<file path="config.mk">
export PLATFORM = sky130hd
export DESIGN_NAME = data_mem_ctrl
export DESIGN_NICKNAME = d
export VERILOG_FILES = /design/src/rtl/data_mem_ctrl.sv
export SDC_FILE = /design/constraint.sdc
export NUM_CORES = 1
export LEC_CHECK = 0
export BUFFER_PORTS_ARGS = -buffer_cell sky130_fd_sc_hd__buf_4
export CAP_MARGIN = 30
export CORE_MARGIN = 2
export CORE_UTILIZATION = 45
export DETAILED_ROUTE_END_ITERATION = 8
export PLACE_DENSITY_LB_ADDON = 0.1
export SLEW_MARGIN = 20
export SYNTH_ARGS = -nofsm -noshare
export SYNTH_HDL_FRONTEND = slang
export SYNTH_SLANG_ARGS = --single-unit
</file>
<file path="constraint.sdc">
create_clock -name clk -period 4.5 [get_ports clk]
set_clock_uncertainty 0.05 [all_clocks]
set_input_delay 0.9 -clock clk [delete_from_list [all_inputs] [get_ports clk]]
set_output_delay 0.9 -clock clk [all_outputs]
set_load 0.005 [all_outputs]
</file>
<file path="src/rtl/data_mem_ctrl.sv">
// data_mem_ctrl
//   Single-port word memory with a byte-masked write path, a fixed-latency
//   in-order response pipeline, and a zero-fill sweep. The sweep runs after
//   reset (when INIT_ON_RESET=1) or on an init_start pulse.
//
// Handshake: a request transfers on a rising clk edge where req_valid=1 and
//   req_ready=1. Each transfer yields exactly one response exactly RD_LAT
//   cycles later. rsp_valid is a one-cycle pulse, and responses cannot be
//   back-pressured.
//
// Ports
//   clk         clock, rising edge
//   clear_n     asynchronous active-low reset
//   req_valid   request present
//   req_ready   request accepted this cycle (only in RUN)
//   req_write   1 = write, 0 = read
//   req_addr    word address (>= DEPTH is an error)
//   req_wdata   write data
//   req_wmask   byte enables for writes
//   init_start  pulse: start a zero-fill sweep (ignored while sweeping)
//   rsp_valid   response pulse
//   rsp_rdata   read data (0 for writes, errors and idle cycles)
//   rsp_err     out-of-range request, qualified by rsp_valid
//   fsm_state   debug view of the FSM: 0 = INIT, 1 = RUN
module data_mem_ctrl #(
  parameter int DATA_W        = 16,
  parameter int ADDR_W        = 6,
  parameter int DEPTH         = 64,
  parameter int RD_LAT        = 1,
  parameter int INIT_ON_RESET = 1
) (
  input  logic                clk,
  input  logic                clear_n,
  input  logic                req_valid,
  output logic                req_ready,
  input  logic                req_write,
  input  logic [ADDR_W-1:0]   req_addr,
  input  logic [DATA_W-1:0]   req_wdata,
  input  logic [DATA_W/8-1:0] req_wmask,
  input  logic                init_start,
  output logic                rsp_valid,
  output logic [DATA_W-1:0]   rsp_rdata,
  output logic                rsp_err,
  output logic                fsm_state
);

  localparam int NB = DATA_W / 8;
  localparam logic [ADDR_W:0]   DEPTH_C = (ADDR_W + 1)'(DEPTH);
  localparam logic [ADDR_W-1:0] LAST    = ADDR_W'(DEPTH - 1);

  typedef enum logic {INIT = 1'b0, RUN = 1'b1} state_t;
  localparam state_t RST_STATE = (INIT_ON_RESET != 0) ? INIT : RUN;

  state_t            state, state_nxt;
  logic [ADDR_W-1:0] cnt, cnt_nxt;

  logic [DATA_W-1:0] mem [DEPTH];

  logic              accept;
  logic              in_range;
  logic              sweep_we;
  logic [DATA_W-1:0] rd_word;

  logic              pv [RD_LAT];
  logic              pe [RD_LAT];
  logic [DATA_W-1:0] pd [RD_LAT];

  // Ready is forced low while reset is held. This matters when
  // INIT_ON_RESET=0, because the FSM then sits in RUN during reset.
  assign req_ready = (state == RUN) && clear_n;
  assign accept    = req_valid && req_ready;
  assign in_range  = {1'b0, req_addr} < DEPTH_C;
  // Gate the sweep with clear_n so that holding reset never zeroes address 0.
  assign sweep_we  = (state == INIT) && clear_n;
  assign fsm_state = (state == RUN);

  // ---------------- FSM ----------------
  always_ff @(posedge clk or negedge clear_n) begin
    if (!clear_n) begin
      state <= RST_STATE;
      cnt   <= '0;
    end else begin
      state <= state_nxt;
      cnt   <= cnt_nxt;
    end
  end

  always_comb begin
    state_nxt = state;
    cnt_nxt   = cnt;
    case (state)
      INIT: begin
        // init_start is deliberately ignored here; the sweep never restarts.
        if (cnt == LAST) begin
          state_nxt = RUN;
          cnt_nxt   = '0;
        end else begin
          cnt_nxt = cnt + 1'b1;
        end
      end
      RUN: begin
        if (init_start) begin
          state_nxt = INIT;
          cnt_nxt   = '0;
        end
      end
      default: begin
        state_nxt = RST_STATE;
        cnt_nxt   = '0;
      end
    endcase
  end

  // ---------------- Memory ----------------
  // Sweep writes and request writes are mutually exclusive, because requests
  // are accepted only in RUN. The array has no reset, so contents survive
  // clear_n.
  always_ff @(posedge clk) begin
    if (sweep_we) begin
      mem[cnt] <= '0;
    end else if (accept && req_write && in_range) begin
      for (int i = 0; i < NB; i++) begin
        if (req_wmask[i]) mem[req_addr][8*i +: 8] <= req_wdata[8*i +: 8];
      end
    end
  end

  // The read is sampled at the acceptance edge. It therefore sees every
  // write committed on an earlier edge.
  always_comb begin
    rd_word = '0;
    if (in_range && !req_write) rd_word = mem[req_addr];
  end

  // ---------------- Response pipeline ----------------
  always_ff @(posedge clk or negedge clear_n) begin
    if (!clear_n) begin
      for (int i = 0; i < RD_LAT; i++) begin
        pv[i] <= 1'b0;
        pe[i] <= 1'b0;
        pd[i] <= '0;
      end
    end else begin
      pv[0] <= accept;
      pe[0] <= accept && !in_range;
      pd[0] <= accept ? rd_word : '0;
      for (int i = 1; i < RD_LAT; i++) begin
        pv[i] <= pv[i-1];
        pe[i] <= pe[i-1];
        pd[i] <= pd[i-1];
      end
    end
  end

  assign rsp_valid = pv[RD_LAT-1];
  assign rsp_err   = pv[RD_LAT-1] && pe[RD_LAT-1];
  assign rsp_rdata = pv[RD_LAT-1] ? pd[RD_LAT-1] : '0;

endmodule

</file>
==> summary.md <==
| Metric | Value |
|---|---|
| Post-Syn Area | between 0.04 and 0.05 sq mm |
| CP endpoint kind | flip-flop |
| Die W | approximately 300 um |
| Pleak | between 15 and 20 nW |
| Power per Cell Area | 468 mW/mm^2 |
| Sequential-to-total area share from yosys stat | about three quarters |
| TritonCTS clock tree | built |
| Final Critical Period | ~3.6 ns |
| RSZ-0062 raised after global routing | no |
| Synth cell types | between 50 and 60 |
| Async SR Flop Fraction | between 2 and 2.5% |
| CP max FO | 15 |
| Die Y | a little over 300 um |
| FMAX | between 0.2 and 0.3 GHz |
| # fillers | 7039 |
| First-pass GRT wire length | roughly 150 mm |
| Maximum VDD drop | about 330 uV |
| Final Non-Filler Cells | 3429 |
| Hold Fails Final Rpt | 0 |
| Routed Antenna Nets | 0 |
| Worst-skew pair later-pin latency | between 0.6 and 0.7 ns |
| Syn Nets | slightly below 2000 |
| Worst-path cell chain | nand3_2, inv_1, buf_4, nand3_1, o21ai_1, buf_4, nand3_1, nor2_1 |
| Core Footprint | between 0.08 and 0.09 sq mm |
| Max H-tree Level | 3 |
| Number of cell rows | 110 |
| Status | finished clean |
| YS warnings | 0 |
| Fin crit share | between 80 and 90% |
| Final setup vio count | 0 |
| Dpl cells | roughly 3200 |
| Post-CTS Setup Inserts | 0 |
| Setup CP Type | reg2reg |
| Clk sink count | ~1000 |
| CTS buffer count | 108 |
| Vias in the first global route | ~21000 |
| Vias/cell | around 5.9 |
| Share of layout cells above drive strength 1 | ~33% |
| DRT iter0 DRCs | a little over 2000 |
| Critical path's largest stage delay | between 0.7 and 0.8 ns |
| Pin count of the biggest net entering global routing | 73 |
| Drt pass-1 iters | 5 |
| Detailed-route wire length | ~100 mm |
| I/O pins | just under 50 |
| Hold_buf cts | 0 |
| Initial Util | a little under half |
| CP bufs+invs | 3 |
| Startpoint types | flip-flop |
| CP max-delay cell | nor2_1 |
| Global route overflow | 0 |
| Setup TNS | 0 ns |
| GRT Resource Usage Total | approximately 23% |
| Antenna violations before repair | 6 |
| Avg WL per Cell | between 30 and 40 um |
| Final WS setup | between 0.8 and 0.9 ns |
| Die footprint | between 0.09 and 0.1 sq mm |
| Longest Clk Path Bufs | 3 |
| EDFF count, synth | 1024 |
| Main synth FF type | edfxtp_1 |
| Nets | approximately 2200 |
| Hold crit path type | in2async |
| Layout area overhead | 16.5% |
| Synth Area per Inst | ~21 sq um |
| Clk pin slew, worst setup/hold paths | about 0.060 ns |
| Total power | around 22 mW |
| Max Cap Viol | 0 |
| Max-slew headroom | about two fifths |
| Cells after Synth | 1895 |
| DRC | 0 |
| Slew Limit Fails | 0 |
| Place WS | about 0.54 ns |
| Worst path top cell family by delay | simple AND/OR/NAND/NOR gates |
| Routed vias | approximately 20000 |
| DP Wirelength | about 68 mm |
| Worst EP required | ~4.8 ns |
| Worst-margin pin slew | roughly 0.88 ns |
| Flops & latches, synth | 1048 |
| Routability cong. | approximately 0.79 |
| Port Buffers | between 40 and 50 |
| Root buffer cell | clkbuf_16 |
| Reg2reg setup slack | ~0.85 ns |
| Cts repair resizes | 0 |
| Diodes inserted | 0 |
| Crit path DAT | 3.90 ns |
worst register-to-register path, delay by kind of cell (launching register included):
kind,cells,cell delay [ns]
buf+inv,3,0.83
simple gates,4,1.50
flops,1,0.65
compound gates,1,0.27
per-layer routing:
| metal | vias to the layer above | share of wire [%] | global-route usage [%] | wire length, um |
|---|---|---|---|---|
| li1 | 8458 | - | - | - |
| met1 | 10800 | 42 | 32.3 | 44200 |
| met2 | 673 | 47 | 34.9 | 48700 |
| met3 | 188 | 7.6 | 5.28 | 7870 |
| met4 | 10 | 3.3 | 8.17 | 3390 |
| met5 | - | 0.055 | 0 | 57 |
state kept, by name, indices dropped and copies added, names as in the netlist:
signal and cells:
mem 1024, pd 16, cnt 6, fsm_state 1, rsp_valid 1
metrics by stage:
step	hold slack [ns]	instance area [sq um]	utilization, %
global placement	0.516	43600	48.5
finish	0.223	47400	52.8
floorplan	0.456	40700	-
global route	0.219	47400	52.8
detailed placement	0.511	43700	48.6
CTS	0.182	47400	52.7
cells in the final DEF (no fill, tap or decap), types with 3 or more instances in the layout:
master      instances
or3_1               3
clkinv_1           24
nor2_1            134
nand2b_1            6
clkbuf_1           13
clkinv_2           26
or3b_2              3
nand3_1            21
o41ai_1            11
nand3b_1            4
inv_6               3
buf_4             242
edfxtp_1         1024
clkinvlp_4          6
and3_2             16
a21boi_0            4
mux2i_1            47
a2111oi_0           3
a21oi_1            17
and2_1             20
a211oi_1           14
nor3_1              4
nand2_2             3
dfrtp_1            24
o22ai_1            69
nand2_1            40
buf_12             13
bufinv_16          17
o21ai_0             6
o21ai_1             3
a22o_1              3
clkbuf_16         112
mux2_2             24
mux4_2            256
cells by family (layout without fill, tap and decap cells):
logic type	after synthesis	in the layout	synth area share, %
simple gates	266	266	3.03
buf+inv	107	465	1.56
flops	1048	1048	77.0
other cells	1	1	0.00921
mux	328	328	16.0
xor+xnor	2	2	0.0430
compound gates	142	142	2.34
fa+ha+maj	1	1	0.0307
power breakdown:
group          switching (mW)  internal [mW]  leakage [nW]
sequential              0.121           10.9          10.3
combinational            1.29          0.651          4.14
clock                    3.72           5.51          1.81
total                    5.14           17.1          16.3
Yosys cell counts (all sizes together) (17+ instances only):
master / count / area share, %
edfxtp: 1024 / 76
dfrtp: 24 / 1.5
mux2i: 47 / 1.2
and2: 20 / 0.31
a21oi: 17 / 0.21
mux2: 25 / 0.70
nand3: 22 / 0.28
nand2: 45 / 0.47
mux4: 256 / 14
nor2: 135 / 1.3
o22ai: 69 / 1.1
clkbuf: 29 / 0.27
and3: 17 / 0.26
buf: 76 / 1.3
final timing paths:
path | depth (start not counted) | end | start
min in group clk | 2 | fsm_state | init_start
max | 8 | mem[17][14] | fsm_state
min reg2reg | 2 | cnt[5] | cnt[5]
max in group asynchronous | 2 | rsp_valid | clear_n
max reg2reg | 8 | mem[17][14] | fsm_state
min | 2 | pd[5] | clear_n
area by class of cell:
type	instances	area [sq um]	area share, %
flip-flops and latches	1048	31400	66.1
multi-input cells	740	8760	18.5
clock buffers	125	2850	6.01
repair buffers	259	2150	4.52
well taps	1176	1470	3.10
clock inverters	79	847	1.79
inverters	2	7.51	0.0158
(Power assumes the default switching activity.)
